### src/rtl/main_scu_clk_idle_ctrl.sv
// main_scu_clk_idle_ctrl: per-client idle-driven kernel clock gating with set/clr handshake to the misc stage
module main_scu_clk_idle_ctrl #(
  parameter int p_client_num = 32,
  parameter int p_cnt_width  = 16,
  parameter int p_evt_width  = 16
) (
  input  logic                    kernel_clk_i,
  input  logic                    reset_i,
  input  logic [p_client_num-1:0] auto_gate_en_i,
  input  logic [p_cnt_width-1:0]  idle_thresh_i,
  input  logic [p_client_num-1:0] busy_i,
  input  logic [p_client_num-1:0] wake_req_i,
  output logic [p_client_num-1:0] wake_ack_o,
  input  logic [p_client_num-1:0] kernel_clk_en_sta_i,
  output logic [p_client_num-1:0] kernel_clk_en_set_o,
  output logic [p_client_num-1:0] kernel_clk_en_clr_o,
  output logic [p_client_num-1:0] gated_o,
  output logic [p_evt_width-1:0]  gate_evt_cnt_o
);
  typedef enum logic [1:0] {RUN, WAIT_OFF, OFF, WAIT_ON} state_t;
  logic [p_client_num-1:0] w_clr_v;
  logic [p_evt_width:0]    w_sum;
  logic [p_evt_width-1:0]  r_evt;
  genvar g;
  for (g = 0; g < p_client_num; g++) begin : g_cl
    state_t r_st, w_st;
    logic [p_cnt_width-1:0] r_cnt, w_cnt;
    logic r_pend, w_pend, r_wdone, r_set, r_clr, r_ack, r_gated;
    logic w_set, w_clr, w_ack, w_hold, w_sta, w_wake;
    assign w_sta  = kernel_clk_en_sta_i[g];
    assign w_wake = wake_req_i[g];
    assign w_hold = busy_i[g] | w_wake | ~auto_gate_en_i[g];
    always_comb begin
      w_st   = r_st;
      w_cnt  = '0;
      w_pend = r_pend;
      w_set  = 1'b0;
      w_clr  = 1'b0;
      w_ack  = 1'b0;
      case (r_st)
        RUN: begin
          w_cnt = w_hold ? '0 : (&r_cnt ? r_cnt : r_cnt + p_cnt_width'(1));
          w_ack = w_wake & w_sta;
          if (!w_sta) w_st = OFF;
          else if (!w_hold && idle_thresh_i != '0 && r_cnt == idle_thresh_i) begin
            w_clr = 1'b1;
            w_st  = WAIT_OFF;
          end
        end
        WAIT_OFF: begin
          // activity arriving mid-gate is remembered so OFF can wake even if it has gone away
          w_pend = r_pend | busy_i[g] | w_wake;
          w_st   = w_sta ? WAIT_OFF : OFF;
        end
        OFF: begin
          if (w_sta) begin
            w_st   = RUN;
            w_pend = 1'b0;
          end else if (w_hold | r_pend) begin
            w_set  = 1'b1;
            w_st   = WAIT_ON;
            w_pend = 1'b0;
          end
        end
        WAIT_ON: begin
          w_st  = w_sta ? RUN : WAIT_ON;
          w_ack = w_sta & w_wake;
        end
      endcase
    end
    always_ff @(posedge kernel_clk_i or posedge reset_i) begin
      if (reset_i) begin
        r_st    <= RUN;
        r_cnt   <= '0;
        r_pend  <= 1'b0;
        r_wdone <= 1'b0;
        r_set   <= 1'b0;
        r_clr   <= 1'b0;
        r_ack   <= 1'b0;
        r_gated <= 1'b0;
      end else begin
        r_st    <= w_st;
        r_cnt   <= w_cnt;
        r_pend  <= w_pend;
        r_wdone <= w_wake & (r_wdone | w_ack);
        r_set   <= w_set;
        r_clr   <= w_clr;
        r_ack   <= w_ack & ~r_wdone;
        r_gated <= w_st == OFF;
      end
    end
    assign w_clr_v[g]             = w_clr;
    assign kernel_clk_en_set_o[g] = r_set;
    assign kernel_clk_en_clr_o[g] = r_clr;
    assign wake_ack_o[g]          = r_ack;
    assign gated_o[g]             = r_gated;
  end
  always_comb begin
    w_sum = {1'b0, r_evt};
    for (int i = 0; i < p_client_num; i++) w_sum = w_sum + (p_evt_width+1)'(w_clr_v[i]);
  end
  always_ff @(posedge kernel_clk_i or posedge reset_i) begin
    if (reset_i) r_evt <= '0;
    else r_evt <= w_sum[p_evt_width] ? '1 : w_sum[p_evt_width-1:0];
  end
  assign gate_evt_cnt_o = r_evt;
endmodule

### config.mk
export PLATFORM = sky130hd
export DESIGN_NAME = main_scu_clk_idle_ctrl
export DESIGN_NICKNAME = d
export VERILOG_FILES = /design/src/rtl/main_scu_clk_idle_ctrl.sv
export SDC_FILE = /design/constraint.sdc
export NUM_CORES = 2
export LEC_CHECK = 0
export ABC_AREA = 1
export CAP_MARGIN = 30
export CORE_ASPECT_RATIO = 0.8
export CORE_MARGIN = 2
export CORE_UTILIZATION = 65
export DETAILED_ROUTE_END_ITERATION = 8
export PLACE_DENSITY = 0.86
export SLEW_MARGIN = 10
export SYNTH_ARGS = -nofsm -noshare
export SYNTH_HDL_FRONTEND = slang
export SYNTH_SLANG_ARGS = --single-unit
### constraint.sdc
create_clock -name kernel_clk_i -period 71 [get_ports kernel_clk_i]
set_input_delay 21.3 -clock kernel_clk_i [delete_from_list [all_inputs] [get_ports kernel_clk_i]]
set_output_delay 21.3 -clock kernel_clk_i [all_outputs]
set_load 0.005 [all_outputs]
# Word level (Yosys, flattened, before mapping)
# Cells that the tools add are included.
op_classes:
  n_addsub: 64
  n_eq_ne: 224
  reduce_logical: 257
  bitwise_logic: 352
  mux: 641
ops:
  columns: ["cell", "count"]
  rows:
  - ["$mux 16", 97]
  - ["$add 17x1->17", 31]
  - ["$add 16x1->16 const B", 32]
  - ["$eq 16x16->1", 32]
  - ["$reduce_and 16->1", 32]
  - ["$mux 2", 192]
  - ["$mux 1", 288]
  - ["$pmux 2 s4", 32]
  - ["$eq 2x2->1 const B", 96]
  - ["$ne 3x3->1 const B", 64]
  - ["$or 1x1->1", 192]
  - ["$and 1x1->1", 96]
  - ["$eq 2x1->1 const B", 32]
  - ["$logic_and 1x1->1", 64]
  - ["$logic_not 2->1", 32]
  - ["$not 1->1", 64]
  - ["$pmux 1 s2", 32]
  - ["$reduce_and 2->1", 32]
  - ["$reduce_bool 2->1", 32]
  - ["$reduce_or 2->1", 32]
  - ["$logic_not 1->1", 32]
  - ["$add 16x1->17", 1]
  - ["$reduce_bool 16->1", 1]
totals:
  inputBits: 146
  out_inout_bits: 144
  wordCells: 1795
  regBits: 784

# Depth between registers and ports, before layout
depth:
  depth_word: 41
  mapped_depth: 28
  ltp_nobuf: 26

# Worst setup path before layout
# Ideal clock, no wire load.
synth_path:
  path_kind: "input -> register"
  startpoint: "input idle_thresh_i[14]"
  endpoint: "register r_evt[10] (netlist: gate_evt_cnt_o[10])"
  path_buffers: 3
  path_slack_ps: 43948
  setup_ps: 68
  arrival_ps: 26983
  cell_stages: 25
  t_required_ps: 70932
  path_cell_list: "buf_2 -> nor2_1 -> nand2_1 -> nor2_1 -> nand2_1 -> buf_2 -> nand4_1 -> inv_1 -> nand3_1 -> inv_1 -> fa_1 -> inv_1 -> fa_1 -> fa_1 -> fa_1 -> fa_1 -> fa_1 -> fa_1 -> fa_1 -> o21ai_0 -> nand3_1 -> nand2_1 -> nand4_1 -> buf_2 -> nand3_1"
synth_between:
  elab_chain_cells: 39
  elab_cells_between_ends: 226
  classes_between: "add/sub: 32; eq/ne: 32; mux: 97; reduce/logical: 65"
synth_lines:
  columns: ["item", "line", "rtl"]
  rows:
  - ["from (decl)", "10", "input logic [p_cnt_width-1:0] idle_thresh_i,"]
  - ["$reduce_bool 16->1", "45", "else if (!w_hold && idle_thresh_i != '0 && r_cnt == idle_thresh_i) begin"]
  - ["$logic_and 1x1->1", "45", null]
  - ["$logic_and 1x1->1 (*)", "45", null]
  - ["$mux 1 (*)", "45", null]
  - ["$mux 1 (*)", "44", "if (!w_sta) w_st = OFF;"]
  - ["$mux 1 (*)", "40", "case (r_st)"]
  - ["named net g_cl[0].w_clr", "29", "logic w_set, w_clr, w_ack, w_hold, w_sta, w_wake;"]
  - ["$add 16x1->17 (*)", "100", "for (int i = 0; i < p_client_num; i++) w_sum = w_sum + (p_evt_width+1)'(w_clr_v[i]);"]
  - ["$add 17x1->17 (*) (31 in series)", "100", null]
  - ["$mux 16 (*)", "104", "else r_evt <= w_sum[p_evt_width] ? '1 : w_sum[p_evt_width-1:0];"]
  - ["to (signal assigned)", "104", null]
  - ["to (decl)", "23", "logic [p_evt_width-1:0] r_evt;"]
# The timed path passes the listed nets; every way through them passes the cells marked *.
# A chain may end at the register's enable or synchronous reset.

# Worst setup path after layout
layout_path:
  startpoint: "input idle_thresh_i[9]"
  endpoint: "register r_evt[11] (netlist: gate_evt_cnt_o[11])"
layout_between:
  elab_cells_between_ends: 226
  classes_between: "add/sub: 32; eq/ne: 32; mux: 97; reduce/logical: 65"
layout_lines:
  columns: ["item", "line"]
  rows:
  - ["$reduce_bool 16->1", "45"]
  - ["$logic_and 1x1->1", "45"]
  - ["$logic_and 1x1->1 (*)", "45"]
  - ["$mux 1 (*)", "45"]
  - ["$mux 1 (*)", "44"]
  - ["$mux 1 (*)", "40"]
  - ["named net g_cl[4].w_clr", "29"]
  - ["$add 17x1->17 (*) (28 in series)", "100"]
  - ["$mux 16 (*)", "104"]
# Marked as above.

==> results by group <==
Routing
  – Drt drc: 0
  – Drt wl/cell: 19.0 um
  – WL final: 162,000 um
  – Post-DR vias/cell: 6.00
  – 1st-pass router iterations: 8
  – Initial DRC count: 6,459
  – Detailed-route via count: 51,100
  – ANT nets after route: 0

Clock tree
  – Hold_buf cts: 0
  – Maximum clock insertion buffer count: 3
  – Resize count post-CTS: 0
  – CTS H-tree lvls: 3
  – Clock Tree Root: clkbuf_16
  – CTS sink cnt: 784
  – Clk slew on worst S/H paths: 0.06 ns
  – Setup Buffers After CTS: 0
  – TritonCTS clock tree: built
  – Clock Latency Late Sink: 0.66 ns
  – Num CTS Buffers: 82

Synthesis
  – Ys flop type: dfrtp_1
  – Average size of a mapped cell: 7.05 um^2
  – Distinct cells, synth: 65
  – Synth Warn #: 0
  – Largest area contributor in the netlist: dfrtp_1
  – Register bit total from synthesis: 784
  – Syn Nets: 7,623
  – Synth area leaders: dfrtp_1 (38%), nand2_1 (15%), inv_1 (7.5%), nor2_1 (5.9%), ha_1 (4.3%)
  – Synthesized area: 51,300 um^2
  – EDFF count, synth: 0
  – Async SR Flop Fraction: 1.00
  – Post-synthesis sequential area ratio: 0.383
  – Syn Inst Count: 7,276
  – Synth top area share: 0.383

Critical path
  – Worst R2R End: gate_evt_cnt_o[11]
  – CP max-delay cell: nor2_1
  – Critical path type: input pin to flip-flop
  – End of the critical path: gate_evt_cnt_o[11]
  – CP Data Arrival Time: 29.64 ns
  – CP most frequent cell: fa_1
  – CP max stage delay: 0.68 ns
  – Reg-to-reg setup timing slack: 63.57 ns
  – CP Max Fanout: 26
  – CP Capture Type: flip-flop
  – Critical path launch point: idle_thresh_i[9]
  – CP delay by family, top: adder cells
  – Reg2reg path depth: 22
  – Crit-path cells: buf_2 -> buf_4 -> inv_2 -> nand2_1 -> nand2_1 -> nor2_1 -> nand2_1 -> nor2_1 -> nand3_1 -> nor2_1 -> fa_1 -> inv_1 -> fa_1 -> fa_1 -> fa_1 -> fa_1 -> fa_1 -> fa_1 -> fa_1 -> o21ai_0 -> nand3_1 -> nand2_1 -> nand4_1 -> nand3_1
  – Worst Path Required: 71.58 ns
  – Reg2reg start: g_cl[4].r_cnt[9]
  – Buffer and inverter count on the worst path: 4
  – Worst setup SP type: input pin
  – CP Depth: 24

Worst hold path
  – Hold depth: 1
  – Worst hold path class: flip-flop to flip-flop

Die
  – Die span in y: 255 um
  – Core footprint: 78,500 um^2
  – Die width: 318 um
  – Io pins: 290
  – Die area: 81,200 um^2
  – Initial core utilization: 0.653
  – Std cell rows: 92

Pwr
  – Sw Share: 0.327
  – P_int: 928 uW
  – Static Leak: 26.5 nW
  – Flop pwr share: 0.391
  – Net Sw Power: 450 uW
  – P per Cell Area: 24.2 nW/um^2
  – Power Total: 1.38 mW
  – Comb pwr share: 0.265
  – Max VDD drop: 0.0000196 V
  – Clock power share: 0.344

Global routing
  – Met2 Usage GRT: 0.596
  – Pin count of the biggest net entering global routing: 169
  – Global route overflow: 0
  – Layer with the highest usage: met2
  – Initial antenna violation count: 4
  – First-pass GRT wire length: 254,000 um
  – Met3 usage: 0.0912
  – GRT Util Overall: 0.393
  – Met1 layer usage reported by global route: 0.529
  – Vias in the first global route: 48,100

STA
  – Unrepaired setup endpoints after global routing: no
  – Setup Skew: 0.0208 ns
  – Count of final hold-check violations: 0
  – Max_slew headroom: 0.301
  – Max Slew Vio Count: 0
  – Count of final setup violators: 0
  – Fmax: 34.4 MHz
  – Slew @ Worst Pin: 1.05 ns
  – Final period utilization: 0.409
  – Post-layout min period: 29.07 ns
  – Hold slack: 0.411 ns
  – Setup_tns: 0 ns

Placement
  – I/O Buffers: 289
  – HPWL Detailed: 112,000 um
  – Placed Instances: 8,366
  – Final weighted congestion in routability-driven placement: 1.01

Finish
  – Area occupied by multi-input gates: 25,900 um^2
  – Nets: 7,770
  – Commonest cells after routing, fill and taps aside: nand2_1 (2,035), inv_1 (1,028), nor2_1 (803)
  – Synth-to-layout area growth: 11.2%
  – Non-filler cells, final: 8,525
  – Area occupied by registers: 19,600 um^2
  – Ant diodes: 0
  – Finished Core Util: 0.727
  – Fill cells: 6,143
  – Layout cells sized above 1: 0.0486
  – Commonest non-fill, non-tap cell in the layout: nand2_1

Run
  – Max-cap violations: 0

Outcome
  – Status: completed
[logic make-up after synthesis]
group / Yosys count / share of synthesized area
compound gates: 1077 / 0.122
xor+xnor: 117 / 0.0200
fa+ha+maj: 201 / 0.0529
buf+inv: 1350 / 0.112
flops: 784 / 0.383
mux: 1 / 0.000195
simple gates: 3746 / 0.310
[worst min path at each step]
stage / from / end
CTS: g_cl[4].r_wdone / g_cl[4].r_ack
detailed placement: g_cl[20].r_wdone / g_cl[20].r_ack
global route: g_cl[4].r_wdone / g_cl[4].r_ack
finish: g_cl[4].r_wdone / g_cl[4].r_ack
floorplan: g_cl[14].r_wdone / g_cl[14].r_ack
global placement: g_cl[20].r_wdone / g_cl[20].r_ack
[flip-flops by register name (all words and copies together), names as in the netlist]
register	cells
g_cl.r_st	64
gate_evt_cnt_o	16
g_cl.r_set	32
g_cl.r_gated	32
g_cl.r_wdone	32
g_cl.r_cnt	512
g_cl.r_ack	32
g_cl.r_clr	32
g_cl.r_pend	32
[metrics by stage]
stage                     cell area, um^2  setup WS [ns]
after global routing                57000          41.67
after floorplan                     51300          27.69
after global placement              54000          41.68
after CTS                           56900          42.22
final                               57000          41.93
after detailed placement            54000          41.58
[synth_stat cells, types with 111 or more instances]
cell,instances
a21oi_1,387
buf_2,111
buf_4,132
dfrtp_1,784
ha_1,175
inv_1,1031
nand2_1,2035
nand3_1,381
nand4_1,163
nor2_1,805
nor3_1,169
o21ai_0,327
[power groups by stage]
stage | registers (mW) | clock network [mW] | logic, mW
2_1_floorplan | 0.538 | 0 | 0.254
5_1_grt | 0.544 | 0.494 | 0.408
3_5_place_dp | 0.545 | 0 | 0.355
4_1_cts | 0.538 | 0.477 | 0.360
6_report | 0.538 | 0.475 | 0.365
3_3_place_gp | 0.543 | 0 | 0.343
[per-layer routing]
metal  vias to the layer above  routed length (um)
met5                         -                  24
met4                         4               10200
met3                       724               21500
met2                      3255               68800
met1                     23500               61700
li1                      23600                   -
[area by class of cell]
class	count	share of cell area
repair buffers	345	0.0579
multi-input cells	5142	0.454
well taps	1034	0.0227
inverters	1068	0.0704
clock buffers	114	0.0410
clock inverters	38	0.00987
flip-flops and latches	784	0.344
(Power assumes the default switching activity.)
